<file path="config.mk">
export PLATFORM = sky130hd
export DESIGN_NAME = video_timing_gen
export DESIGN_NICKNAME = d
export VERILOG_FILES = /design/src/rtl/video_timing_gen.sv
export SDC_FILE = /design/constraint.sdc
export NUM_CORES = 1
export LEC_CHECK = 0
export CORE_MARGIN = 1
export CORE_UTILIZATION = 47
export DETAILED_ROUTE_END_ITERATION = 16
export PLACE_DENSITY = 0.81
export SYNTH_ARGS = -nofsm -noshare
export SYNTH_HDL_FRONTEND = slang
export SYNTH_SLANG_ARGS = --single-unit
export TNS_END_PERCENT = 50
</file>
<file path="constraint.sdc">
create_clock -name clk -period 2.5 [get_ports clk]
set_input_delay 0.5 -clock clk [delete_from_list [all_inputs] [get_ports clk]]
set_output_delay 0.5 -clock clk [all_outputs]
set_load 0.005 [all_outputs]
</file>
<file path="src/rtl/video_timing_gen.sv">
// -----------------------------------------------------------------------------
// video_timing_gen
//
// Raster timing and test-pattern source for bench bring-up. It drives the
// same video interface the pixel pipeline receives from the HDMI receiver:
// hsync/vsync/blank plus 8-bit RGB. When no source is attached it stands in
// for the receiver.
//
// Patterns (selected by pat, latched at the start of every frame):
//   0: eight colour bars, white/yellow/cyan/green/magenta/red/blue/black
//   1: horizontal ramp, R = G = B = hc[7:0]
//   2: vertical ramp,   R = G = B = vc[7:0]
//   3: frame ID,        R = G = B = completed-frame counter
//
// Ports:
//   clk          pixel clock (single clock domain)
//   rst          asynchronous, active-high reset
//   run          start/stop request; stopping takes effect at end of frame
//   pat[1:0]     pattern select, sampled when position (0,0) is entered
//   out_red/out_green/out_blue[7:0]  pixel data, 0 while blanked
//   out_hsync, out_vsync             syncs, active level HS_POL / VS_POL
//   out_blank    1 outside the active area
//   frame_start  one-cycle pulse alongside pixel (0,0)
//   frm_cnt[7:0] completed-frame counter, wraps 255 -> 0
//
// All outputs are registered one cycle behind the (hc, vc) position.
// -----------------------------------------------------------------------------
`timescale 1ns/1ps

module video_timing_gen #(
    parameter int H_ACTIVE = 1280,
    parameter int H_FP     = 110,
    parameter int H_SYNC   = 40,
    parameter int H_BP     = 220,
    parameter int V_ACTIVE = 720,
    parameter int V_FP     = 5,
    parameter int V_SYNC   = 5,
    parameter int V_BP     = 20,
    parameter int HS_POL   = 1,
    parameter int VS_POL   = 1
) (
    input  logic       clk,
    input  logic       rst,
    input  logic       run,
    input  logic [1:0] pat,
    output logic [7:0] out_red,
    output logic [7:0] out_green,
    output logic [7:0] out_blue,
    output logic       out_hsync,
    output logic       out_vsync,
    output logic       out_blank,
    output logic       frame_start,
    output logic [7:0] frm_cnt
);

    localparam int H_TOTAL = H_ACTIVE + H_FP + H_SYNC + H_BP;
    localparam int V_TOTAL = V_ACTIVE + V_FP + V_SYNC + V_BP;

    // Counters are at least 8 bits wide so the ramp patterns can always
    // take bits [7:0] directly, even on tiny test rasters.
    localparam int HC_W = ($clog2(H_TOTAL) > 8) ? $clog2(H_TOTAL) : 8;
    localparam int VC_W = ($clog2(V_TOTAL) > 8) ? $clog2(V_TOTAL) : 8;

    localparam logic [HC_W-1:0] H_LAST   = HC_W'(H_TOTAL - 1);
    localparam logic [HC_W-1:0] H_ACT_C  = HC_W'(H_ACTIVE);
    localparam logic [HC_W-1:0] HS_BEG   = HC_W'(H_ACTIVE + H_FP);
    localparam logic [HC_W-1:0] HS_END   = HC_W'(H_ACTIVE + H_FP + H_SYNC);
    localparam logic [VC_W-1:0] V_LAST   = VC_W'(V_TOTAL - 1);
    localparam logic [VC_W-1:0] V_ACT_C  = VC_W'(V_ACTIVE);
    localparam logic [VC_W-1:0] VS_BEG   = VC_W'(V_ACTIVE + V_FP);
    localparam logic [VC_W-1:0] VS_END   = VC_W'(V_ACTIVE + V_FP + V_SYNC);

    // Colour-bar sub-counter: r_bar_pix counts pixels inside one bar,
    // r_bar_idx selects the bar. Avoids a divide by H_ACTIVE/8.
    localparam int BAR_W = H_ACTIVE / 8;
    localparam int BW    = (BAR_W > 1) ? $clog2(BAR_W) : 1;
    localparam logic [BW-1:0] BAR_LAST = BW'(BAR_W - 1);

    localparam logic HS_ACT = 1'(HS_POL);
    localparam logic VS_ACT = 1'(VS_POL);

    localparam logic S_IDLE = 1'b0;
    localparam logic S_RUN  = 1'b1;

    logic            r_state;
    logic [HC_W-1:0] r_hc;
    logic [VC_W-1:0] r_vc;
    logic [BW-1:0]   r_bar_pix;
    logic [2:0]      r_bar_idx;
    logic [1:0]      r_cur_pat;
    logic [7:0]      r_frm_cnt;

    logic w_h_end;
    logic w_v_end;
    logic w_active;
    logic w_hs_on;
    logic w_vs_on;
    logic w_first;
    logic [7:0] w_red;
    logic [7:0] w_green;
    logic [7:0] w_blue;

    assign w_h_end  = (r_hc == H_LAST);
    assign w_v_end  = (r_vc == V_LAST);
    assign w_active = (r_hc < H_ACT_C) && (r_vc < V_ACT_C);
    assign w_hs_on  = (r_hc >= HS_BEG) && (r_hc < HS_END);
    // vc only changes on the hc wrap, so vsync naturally switches at hc = 0.
    assign w_vs_on  = (r_vc >= VS_BEG) && (r_vc < VS_END);
    assign w_first  = (r_hc == '0) && (r_vc == '0);

    // -------------------------------------------------------------------------
    // Position counters and run/idle control
    // -------------------------------------------------------------------------
    // NOTE: sequential state uses non-blocking (<=) so every register samples
    // the pre-edge values of the others, independent of statement order.
    always_ff @(posedge clk or posedge rst) begin
        if (rst) begin
            r_state   <= S_IDLE;
            r_hc      <= '0;
            r_vc      <= '0;
            r_bar_pix <= '0;
            r_bar_idx <= '0;
            r_cur_pat <= '0;
            r_frm_cnt <= '0;
        end else begin
            case (r_state)
                S_IDLE: begin
                    r_hc      <= '0;
                    r_vc      <= '0;
                    r_bar_pix <= '0;
                    r_bar_idx <= '0;
                    if (run) begin
                        r_state   <= S_RUN;
                        r_cur_pat <= pat;
                    end
                end
                S_RUN: begin
                    if (w_h_end) begin
                        r_hc      <= '0;
                        r_bar_pix <= '0;
                        r_bar_idx <= '0;
                        if (w_v_end) begin
                            // End of frame: count it, then either restart at
                            // (0,0) with a freshly sampled pattern or stop.
                            r_vc      <= '0;
                            r_frm_cnt <= r_frm_cnt + 8'd1;
                            if (run) begin
                                r_cur_pat <= pat;
                            end else begin
                                r_state <= S_IDLE;
                            end
                        end else begin
                            r_vc <= r_vc + VC_W'(1);
                        end
                    end else begin
                        r_hc <= r_hc + HC_W'(1);
                        if (r_bar_pix == BAR_LAST) begin
                            r_bar_pix <= '0;
                            r_bar_idx <= r_bar_idx + 3'd1;
                        end else begin
                            r_bar_pix <= r_bar_pix + BW'(1);
                        end
                    end
                end
                default: r_state <= S_IDLE;
            endcase
        end
    end

    // -------------------------------------------------------------------------
    // Pattern generator (unblanked pixel value at the current position)
    // -------------------------------------------------------------------------
    // NOTE: every always_comb output gets a default first so no path can
    // leave it unassigned and infer a latch.
    always_comb begin
        w_red   = 8'h00;
        w_green = 8'h00;
        w_blue  = 8'h00;
        case (r_cur_pat)
            2'd0: begin
                // Bar order W,Y,C,G,M,R,B,K maps to inverted index bits:
                // red off for idx[1], green off for idx[2], blue off for idx[0].
                w_red   = {8{~r_bar_idx[1]}};
                w_green = {8{~r_bar_idx[2]}};
                w_blue  = {8{~r_bar_idx[0]}};
            end
            2'd1: begin
                w_red   = r_hc[7:0];
                w_green = r_hc[7:0];
                w_blue  = r_hc[7:0];
            end
            2'd2: begin
                w_red   = r_vc[7:0];
                w_green = r_vc[7:0];
                w_blue  = r_vc[7:0];
            end
            default: begin
                w_red   = r_frm_cnt;
                w_green = r_frm_cnt;
                w_blue  = r_frm_cnt;
            end
        endcase
    end

    // -------------------------------------------------------------------------
    // Registered outputs, one cycle behind the position
    // -------------------------------------------------------------------------
    always_ff @(posedge clk or posedge rst) begin
        if (rst) begin
            out_blank   <= 1'b1;
            out_hsync   <= ~HS_ACT;
            out_vsync   <= ~VS_ACT;
            out_red     <= 8'h00;
            out_green   <= 8'h00;
            out_blue    <= 8'h00;
            frame_start <= 1'b0;
            frm_cnt     <= 8'h00;
        end else begin
            frm_cnt <= r_frm_cnt;
            if (r_state == S_RUN) begin
                out_blank   <= ~w_active;
                out_hsync   <= w_hs_on ? HS_ACT : ~HS_ACT;
                out_vsync   <= w_vs_on ? VS_ACT : ~VS_ACT;
                out_red     <= w_active ? w_red   : 8'h00;
                out_green   <= w_active ? w_green : 8'h00;
                out_blue    <= w_active ? w_blue  : 8'h00;
                frame_start <= w_first;
            end else begin
                out_blank   <= 1'b1;
                out_hsync   <= ~HS_ACT;
                out_vsync   <= ~VS_ACT;
                out_red     <= 8'h00;
                out_green   <= 8'h00;
                out_blue    <= 8'h00;
                frame_start <= 1'b0;
            end
        end
    end

endmodule

</file>
==> results.toml <==
[outcome]
outcome = "completed"

[timing]
hold_ws_ns = 0.401
maxSlewHeadroom = 0.495
max_freq_mhz = 457
period_share = 0.876
drv_slew = 0
rsz0062_at_grt = "no"
skew_ns = 0.00530
hold_viol = 0
setup_violations = 0
finalCriticalPeriod_ns = 2.19
fin_tns_setup_ns = 0
fin_ws_ns = 0.311
worst_slew_pin_slew_ns = 0.747

[logic_synthesis]
synth.distinct_cells = 45
synth-edff-count = 0
synthCells = 374
ys_async_sr_fraction = 1.00
syn_avg_cell_area_sq_um = 10.1
ys_seq_elements = 79
syn_nets = 389
ys.warnings.count = 0
synthFlopType = "dfrtp_1"
yosysSeqAreaShare = 0.522
mappedNetlistArea_sq_um = 3790

[pwr]
power_leakage_nw = 2.10
vdd_drop_max_mv = 0.216
switching_share = 0.194
p_seq_frac = 0.513
p_per_area_nw_per_um2 = 549
power_mw = 2.49
p_int_mw = 2.00
pwr-share-clk = 0.472
p_sw_mw = 0.483
p_comb_frac = 0.015

[finish]
layout_commonest_cell = "dfrtp_1"
multiInputGateArea_sq_um = 1660
num_antenna_cells = 0
postLayoutCellArea_sq_um = 4530
nets = 426
fillers = 648
syn2layout_area_growth_pct = 19.6
seq_area_sq_um = 1980
layout-drive-gt1-share = 0.0721
final_cell_mix = "78 x dfrtp_1, 54 x nor2_1, 40 x clkdlybuf4s50_1, 26 x a21oi_1, 18 x nand2_1"

[global_route]
grt_max_degree = 27
grt-ovfl-total = 0
grt_util_all_layers = 0.199
grt_pass1_wl_um = 13100
antenna_found_initial = 0
grt_pass1_vias = 2745

[cts]
cts_sinks = 79
postCtsHoldBufs = 0
cts_buffers = 9
clock_path_buffers = 2
cts-root-buf = "clkbuf_8"
cts_resized = 0
cts_tree = "done"
h-tree-depth = 3
clk_latency_ns = 0.36
post_cts_buffers = 0
clkSlewWorstSetupHoldPaths_ns = 0.07

[placement]
place_area_sq_um = 4280
dp_slack_ns = 0.366
place_congestion = 0.881
numPortBuffers = 40
hpwl_um = 5530

[floorplan]
core_sq_um = 7770
die_width_um = 91.8
io_pins = 41
rows = 32
die_height_um = 91.8
die-area_sq_um = 8420
start_util = 0.488

[critical_path]
path_cells = "or4b_1, or3_1, buf_4, nor4_4, xor2_1"
crit_type = "flip-flop to flip-flop"
crit_required_ns = 2.78
crit_family = "simple AND/OR/NAND/NOR gates"
crit_cells = 5
cp-startpoint = "r_hc[7]$_DFF_PP0_"
worst-path-buf-inv = 1
r2r-start = "r_hc[7]$_DFF_PP0_"
cpMaxStageDelayCell = "or4b_1"
cp.arrival_ns = 2.47
worstSetupStartpointType = "flip-flop"
critPathMaxStageDelay_ns = 0.58
critPathCaptureType = "flip-flop"
rr_endpoint = "r_frm_cnt[6]$_DFFE_PP0P_"
worstSetupEndpoint = "r_frm_cnt[6]$_DFFE_PP0P_"
reg2regPathDepth = 5
reg2reg_slack_ns = 0.31
cp_max_fo = 8

[drt]
first_iter_violations = 196
vias = 2794
routedWlPerCell_um = 14.9
first_pass_iters = 4
ant_nets = 0
totalWireLength_um = 7730
drc = 0
viasPerCell = 5.39

[flow_run]
maxCapViolations = 0

[worst_hold_path]
hold_class = "input pin to asynchronous set/reset pin"
[power by group through the flow]
| stage | logic (mW) | registers, mW | clock network, mW |
|---|---|---|---|
| 6_report | 0.0379 | 1.28 | 1.17 |
| 5_1_grt | 0.0433 | 1.28 | 1.23 |
| 4_1_cts | 0.0400 | 1.28 | 1.18 |
| 3_5_place_dp | 0.0397 | 1.30 | 0 |
| 3_3_place_gp | 0.0384 | 1.30 | 0 |
| 2_1_floorplan | 0.0210 | 1.30 | 0 |
[final cells by class]
class                           instances  share of cell area
Inverter                               14              0.0124
Timing Repair Buffer                   47               0.100
Clock buffer                           11              0.0334
Sequential cell                        79               0.437
Clock inverter                          5              0.0229
Multi-Input combinational cell        260               0.366
Tap cell                              102              0.0282
[layer usage]
layer,part of all wire,up-vias,GRT usage
met4,0.026,0,0.0964
met5,0,-,0
met1,0.46,1328,0.265
met3,0.048,16,0.0340
met2,0.47,91,0.316
li1,-,1359,-
[cells in the mapped netlist, types with 2 or more instances]
master,count,area [sq um]
nor4b_1,4,35.0
o21ai_0,6,30.0
and2_1,3,18.8
nand3_1,12,60.1
dfrtp_1,78,1950
or4_1,3,22.5
inv_1,13,48.8
a211oi_1,3,22.5
nor4_4,3,63.8
o21a_1,10,75.1
nor2b_1,8,50.1
ha_1,10,125
nand2b_1,10,62.6
or3_1,8,50.1
nor3_1,8,40.0
nand4_1,9,56.3
o31ai_1,2,15.0
nand2_1,18,67.6
nand4b_1,3,26.3
mux2i_1,11,110
xor2_1,14,123
buf_2,2,10.0
buf_6,2,22.5
a21o_1,4,30.0
o21ai_1,3,15.0
xnor2_1,10,87.6
nor4_1,2,12.5
nor2_1,54,203
a21oi_1,26,130
o211ai_1,5,37.5
clkbuf_1,16,60.1
[registers in the layout (all words and copies together) (netlist names)]
| name | count |
|---|---|
| out_green | 8 |
| r_frm_cnt | 8 |
| r_vc | 10 |
| out_hsync | 1 |
| r_hc | 11 |
| frame_start | 1 |
| r_bar_pix | 8 |
| r_state | 1 |
| frm_cnt | 8 |
| out_blue | 8 |
| r_bar_idx | 3 |
| r_cur_pat | 2 |
| out_blank | 1 |
| out_red | 8 |
| out_vsync | 1 |
[metrics by stage]
stage	util	std cells
after detailed placement	0.550	502
final	0.583	518
after CTS	0.583	518
after global placement	0.550	502
after global routing	0.583	518
after floorplan	-	374
[cell families (layout without fill, tap and decap cells)]
kind of cell | count (synthesis) | after routing | share of synthesized area
XOR/XNOR | 24 | 24 | 0.0555
buffers and inverters | 35 | 77 | 0.0396
adder cells (fa/ha/maj) | 10 | 10 | 0.0330
multiplexers | 12 | 12 | 0.0320
flip-flops | 79 | 79 | 0.522
AND/OR/NAND/NOR | 151 | 151 | 0.215
AO/OA/AOI/OAI | 63 | 63 | 0.102
[worst min-delay path by stage]
stage                            to  cells past startpoint
2_1_floorplan  frm_cnt[7]$_DFF_PP0_                      0
3_3_place_gp   frm_cnt[7]$_DFF_PP0_                      0
3_5_place_dp   frm_cnt[7]$_DFF_PP0_                      0
4_1_cts        frm_cnt[2]$_DFF_PP0_                      2
5_1_grt        frm_cnt[7]$_DFF_PP0_                      2
6_report       frm_cnt[2]$_DFF_PP0_                      2
Power figures use the tool's default switching activity.
